[src/rtl/layer_compositor.sv]
`default_nettype none
// ============================================================================
// Module      : layer_compositor
// Description : Scans the per-pixel layer stack in priority order through the
//               palette stage and emits the first opaque enabled colour, or
//               the background colour when every layer is transparent or off.
// Revision    : 1.0 - initial release
// ============================================================================
module layer_compositor #(
    parameter int  NUMBER_OF_LAYERS = 32,
    parameter int  PALETTE_SIZE     = 32,
    localparam int LAYER_WIDTH      = $clog2(NUMBER_OF_LAYERS),
    localparam int PALETTE_WIDTH    = $clog2(PALETTE_SIZE)
) (
    input  logic                                  clk_n,
    input  logic                                  rst,
    input  logic                                  in_valid,
    output logic                                  in_ready,
    input  logic [NUMBER_OF_LAYERS*PALETTE_WIDTH-1:0] in_idx,
    input  logic [NUMBER_OF_LAYERS-1:0]           in_layer_en,
    input  logic [23:0]                           bg_color,
    output logic [LAYER_WIDTH-1:0]                pipe_layer,
    output logic [PALETTE_WIDTH-1:0]              pipe_palette_idx,
    input  logic [23:0]                           pal_data,
    input  logic                                  pal_pixel_valid,
    input  logic                                  pal_ctrl_busy,
    output logic                                  out_valid,
    input  logic                                  out_ready,
    output logic [23:0]                           out_rgb,
    output logic                                  out_hit,
    output logic [LAYER_WIDTH-1:0]                out_layer
);

    localparam logic [LAYER_WIDTH-1:0] c_LAST_LAYER = LAYER_WIDTH'(NUMBER_OF_LAYERS - 1);

    typedef enum logic [1:0] {
        S_IDLE = 2'd0,
        S_SCAN = 2'd1,
        S_OUT  = 2'd2
    } state_t;

    state_t                                        r_state;
    state_t                                        w_state_next;
    logic [LAYER_WIDTH-1:0]                        r_cnt;
    logic [LAYER_WIDTH-1:0]                        w_cnt_next;
    logic [NUMBER_OF_LAYERS-1:0][PALETTE_WIDTH-1:0] r_idx;
    logic [NUMBER_OF_LAYERS-1:0]                   r_en;
    logic [23:0]                                   r_rgb;
    logic                                          r_hit;
    logic [LAYER_WIDTH-1:0]                        r_layer;
    logic                                          w_accept;
    logic                                          w_take_hit;
    logic                                          w_take_miss;
    logic                                          w_en_cur;

    // The palette stage is addressed straight from the scan counter so the
    // looked-up colour arrives in the same cycle it is evaluated.
    assign pipe_layer       = r_cnt;
    assign pipe_palette_idx = r_idx[r_cnt];
    assign w_en_cur         = r_en[r_cnt];

    assign in_ready  = (r_state == S_IDLE);
    assign out_valid = (r_state == S_OUT);
    assign out_rgb   = r_rgb;
    assign out_hit   = r_hit;
    assign out_layer = r_layer;

    // Next-state and scan-counter decision; a busy palette port freezes the scan.
    always_comb begin
        w_state_next = r_state;
        w_cnt_next   = r_cnt;
        w_accept     = 1'b0;
        w_take_hit   = 1'b0;
        w_take_miss  = 1'b0;
        case (r_state)
            S_IDLE: begin
                if (in_valid) begin
                    w_accept     = 1'b1;
                    w_cnt_next   = '0;
                    w_state_next = S_SCAN;
                end
            end
            S_SCAN: begin
                if (!pal_ctrl_busy) begin
                    if (w_en_cur && pal_pixel_valid) begin
                        w_take_hit   = 1'b1;
                        w_state_next = S_OUT;
                    end else if (r_cnt == c_LAST_LAYER) begin
                        w_take_miss  = 1'b1;
                        w_state_next = S_OUT;
                    end else begin
                        w_cnt_next   = r_cnt + LAYER_WIDTH'(1);
                    end
                end
            end
            S_OUT: begin
                if (out_ready) begin
                    w_state_next = S_IDLE;
                end
            end
            default: begin
                w_state_next = S_IDLE;
            end
        endcase
    end

    // State and scan counter registers.
    always_ff @(posedge clk_n) begin
        if (!rst) begin
            r_state <= S_IDLE;
            r_cnt   <= '0;
        end else begin
            r_state <= w_state_next;
            r_cnt   <= w_cnt_next;
        end
    end

    // Pixel capture on accept and result capture at the scan decision; the
    // result is held untouched through OUT until the handshake completes.
    always_ff @(posedge clk_n) begin
        if (!rst) begin
            r_idx   <= '0;
            r_en    <= '0;
            r_rgb   <= '0;
            r_hit   <= 1'b0;
            r_layer <= '0;
        end else begin
            if (w_accept) begin
                r_idx <= in_idx;
                r_en  <= in_layer_en;
            end
            if (w_take_hit) begin
                r_rgb   <= pal_data;
                r_hit   <= 1'b1;
                r_layer <= r_cnt;
            end else if (w_take_miss) begin
                r_rgb   <= bg_color;
                r_hit   <= 1'b0;
                r_layer <= '0;
            end
        end
    end

endmodule
`default_nettype wire

[config.mk]
export PLATFORM = sky130hd
export DESIGN_NAME = layer_compositor
export DESIGN_NICKNAME = d
export VERILOG_FILES = /design/src/rtl/layer_compositor.sv
export SDC_FILE = /design/constraint.sdc
export NUM_CORES = 1
export LEC_CHECK = 0
export CAP_MARGIN = 25
export CORE_MARGIN = 3
export CORE_UTILIZATION = 47
export DETAILED_ROUTE_END_ITERATION = 7
export PLACE_DENSITY_LB_ADDON = 0.08
export SETUP_SLACK_MARGIN = 0.15
export SYNTH_ARGS = -nofsm -noshare
export SYNTH_HDL_FRONTEND = slang
export SYNTH_SLANG_ARGS = --single-unit
[constraint.sdc]
create_clock -name clk_n -period 3.92 [get_ports clk_n]
set_input_delay 0.784 -clock clk_n [delete_from_list [all_inputs] [get_ports clk_n]]
set_output_delay 0.784 -clock clk_n [all_outputs]
set_load 0.005 [all_outputs]
==> metrics <==
vias in the first global route 8453; largest area contributor in the netlist sky130_fd_sc_hd__dfxtp_1; total number of yosys warnings 0; fin area 0.0137 mm²; overall die height 150 µm; DR vias 8798; proportion of netlist area held by the largest area contributor 0.472; clock latency reported for the late side of the worst-skew pair 0.52 ns; total routing resource utilization after global routing 0.252; critical path's largest stage delay 0.51 ns; Seq pwr share 0.433; power density relative to cell area 428 mW/mm²; Worst Min Path Start r_idx[29]$_SDFFE_PN0P_; number of synthesized flops with an enable pin 0; fraction of layout cells with a size suffix above 1 0.110; Final period util 0.949; count of H-tree levels built during CTS 1; shortest period the worst path allows 3.72 ns; clock skew after layout 0.0125 ns; number of rows created at floorplan 51; Starting DRT DRC Count 638; logic gate share of total power 0.133; DRC violations left 0; clock share of power 0.434; Total Die Area 0.0224 mm²; mapped cell area 0.00970 mm²; post-synthesis sequential area ratio 0.472; post-detailed-placement cell area 0.0127 mm²; total wire length after detailed routing 29900 µm; most area-consuming cells after synthesis sky130_fd_sc_hd__dfxtp_1 47%, sky130_fd_sc_hd__nand2_1 15%, sky130_fd_sc_hd__mux4_2 12%, sky130_fd_sc_hd__a21oi_1 10%, sky130_fd_sc_hd__o221a_2 2.8%; async set-or-reset flop fraction in the synthesized netlist 0; multi-input combinational cell area 0.00471 mm²; Worst R2R Setup Slack 0.65 ns; Largest delay share family, worst path multiplexers; category of the worst setup path launch point flop; layout overhead on the synthesized area 41.5%; unrepaired setup endpoints after global routing no; flip-flop and latch count after synthesis 229; sequential cell area in the final layout 0.00459 mm²; type of the setup path with the least slack flop to output pin; detailed-routing iteration count for the pre-antenna-repair pass 5; worst hold path stage count 2; Internal Pwr Total 4.51 mW; global-route wire length before repair 45000 µm; Hold Crit Endpoint r_idx[29]$_SDFFE_PN0P_; initial antenna violation count 1; maximum number of buffers from clock root to sink 3; clk sink count 229; final setup violation count 0; count of pins on the block boundary 288; Worst path most repeated cell sky130_fd_sc_hd__mux4_2; final core occ 0.692; drt wl/cell 18.6 µm; clock root buffer sky130_fd_sc_hd__clkbuf_16; type of destination of the critical path output pin; IR drop worst, VDD 0.306 mV; worst path arrival time 2.94 ns; drt via density 5.45; number of antenna cells inserted 0; CP Data Required Time 3.14 ns; Worst R2R Path Depth 9; highest fanout seen on the critical path 8; Post-Synthesis Mean Instance Area 8.85 µm²; run status finished clean; total core area 0.0198 mm²; Remaining Overflow, GRT 0; post-synth net total 1344; Worst R2R End out_rgb[17]$_SDFFE_PN0P_; TritonCTS clock tree built; Initial Util 0.489; Worst-Margin Slew 0.929 ns; Max Cap Viol 0; nets@finish 1581; worst path cell trace clkbuf_16, mux4_2, mux4_2, mux2_2, clkdlybuf4s50_1; Synth Flop Type sky130_fd_sc_hd__dfxtp_1; DRT antenna net count 0; net switching share of the total power 0.233; net switching power 1.37 mW; pin count of the biggest net entering global routing 194; gp weighted congestion 0.867; CP max stage cell sky130_fd_sc_hd__mux4_2; HPWL after detailed placement 20700 µm; Final Max Tran Viols 0; worst min-delay path class flop to flop; leak pwr 4.97 nW; tightest slew margin relative to the limit 0.381; endpoints failing hold 0; number of unique standard cell types used by synthesis 45; Filler Cells Inserted 1578; quantity of I/O buffers inserted on ports 287; sum of negative setup slack 0 ns; Syn Inst Count 1096; die extent in x 150 µm; number of buffers created by CTS 24; number of buffer and inverter instances along the worst setup path 2; highest attainable clock frequency 0.269 GHz; reg2reg start pipe_layer[1]$_SDFFE_PN0P_; clock-pin transition on the worst setup and hold timing paths 0.06 ns
-- how the worst max path moves through the flow --
stage,from,endpoint,depth (start not counted)
2_1_floorplan,pipe_layer[0]$_SDFFE_PN0P_,pipe_palette_idx[0],5
3_3_place_gp,pipe_layer[0]$_SDFFE_PN0P_,pipe_palette_idx[1],5
3_5_place_dp,pipe_layer[1]$_SDFFE_PN0P_,pipe_palette_idx[4],4
4_1_cts,pipe_layer[0]$_SDFFE_PN0P_,pipe_palette_idx[1],5
5_1_grt,pipe_layer[0]$_SDFFE_PN0P_,pipe_palette_idx[0],5
6_report,pipe_layer[0]$_SDFFE_PN0P_,pipe_palette_idx[2],5
-- repair_timing --
| action | 4_1_cts | 5_1_grt |
|---|---|---|
| resized for setup | 2 | 5 |
| setup endpoints to repair | 4 | 1 |
| hold buffers | 0 | 0 |
| cloned | 0 | 2 |
| setup buffers | 1 | 3 |
-- layout make-up --
type / instances / share of cell area
multi-input cells: 767 / 0.343
flip-flops and latches: 229 / 0.334
repair buffers: 308 / 0.232
clock buffers: 31 / 0.0494
well taps: 265 / 0.0241
clock inverters: 11 / 0.0162
inverters: 3 / 0.00118
-- registers in the layout, summed over array words and instances, names as in the netlist --
register / cells
r_state: 2
r_idx: 160
out_hit: 1
r_en: 32
out_rgb: 24
pipe_layer: 5
out_layer: 5
-- cell usage in the layout (no fill, tap or decap), drive strengths merged, types with 2 or more instances in the layout --
cell type,instances
a211o,2
a21oi,194
a22o,2
a22oi,6
and2,2
buf,18
bufinv,6
clkbuf,33
clkdlybuf4s50,286
clkinv,4
dfxtp,229
dlymetal6s2s,2
ha,2
inv,4
mux2,5
mux2i,16
mux4,50
nand2,400
nand2b,3
nor2,4
nor2b,4
o211ai,2
o21ai,3
o221a,24
o22ai,8
o31a,24
or2,2
-- worst min-delay path, stage by stage (launching register included) --
cell and delay, ns:
sky130_fd_sc_hd__dfxtp_1 0.30, sky130_fd_sc_hd__nand2_1 0.05, sky130_fd_sc_hd__a21oi_1 0.05
-- layer usage --
layer  global-route usage  vias up  part of all wire
met5                    0        -           0.00027
met4               0.0485        2             0.018
met3               0.0563       39             0.076
met2                0.427      333              0.49
met1                0.336     4153              0.42
li1                     -     4271                 -
-- synthesized netlist by cell type, types with 2 or more instances --
| master | count |
|---|---|
| sky130_fd_sc_hd__a22oi_1 | 6 |
| sky130_fd_sc_hd__a22o_1 | 2 |
| sky130_fd_sc_hd__a211o_1 | 2 |
| sky130_fd_sc_hd__mux2i_1 | 16 |
| sky130_fd_sc_hd__nand2_1 | 400 |
| sky130_fd_sc_hd__buf_6 | 2 |
| sky130_fd_sc_hd__ha_1 | 2 |
| sky130_fd_sc_hd__nor2_1 | 4 |
| sky130_fd_sc_hd__nor2b_1 | 4 |
| sky130_fd_sc_hd__buf_2 | 11 |
| sky130_fd_sc_hd__o21ai_0 | 2 |
| sky130_fd_sc_hd__a21oi_1 | 194 |
| sky130_fd_sc_hd__o22ai_1 | 8 |
| sky130_fd_sc_hd__buf_1 | 14 |
| sky130_fd_sc_hd__mux2_2 | 5 |
| sky130_fd_sc_hd__o221a_2 | 24 |
| sky130_fd_sc_hd__clkbuf_1 | 68 |
| sky130_fd_sc_hd__dfxtp_1 | 229 |
| sky130_fd_sc_hd__and2_1 | 2 |
| sky130_fd_sc_hd__o31a_1 | 24 |
| sky130_fd_sc_hd__mux4_2 | 50 |
| sky130_fd_sc_hd__nand2b_1 | 3 |
| sky130_fd_sc_hd__inv_1 | 2 |
-- cells by family after synthesis --
family,count (synthesis),synth area share
flops,229,0.472
mux,71,0.138
buf+inv,100,0.0432
compound gates,273,0.174
simple gates,421,0.169
fa+ha+maj,2,0.00258
-- power groups by stage --
stage | Clock, mW | Sequential (mW) | Combinational (mW)
detailed placement | 0 | 2.59 | 0.767
floorplan | 0 | 2.56 | 0.401
CTS | 2.58 | 2.54 | 0.774
global placement | 0 | 2.59 | 0.756
finish | 2.55 | 2.55 | 0.785
global route | 2.68 | 2.56 | 0.856
-- metrics by stage --
| step | cells | power [mW] | setup WS [ns] | hold WS, ns |
|---|---|---|---|---|
| 6_report | 1614 | 5.88 | 0.201 | 0.451 |
| 5_1_grt | 1614 | 6.09 | 0.172 | 0.474 |
| 4_1_cts | 1609 | 5.90 | 0.176 | 0.452 |
| 3_5_place_dp | 1566 | 3.36 | 0.662 | 0.444 |
| 3_3_place_gp | 1566 | 3.35 | 0.678 | 0.440 |
| 2_1_floorplan | 1096 | 2.96 | 0.761 | 0.433 |
Power figures use the tool's default switching activity.
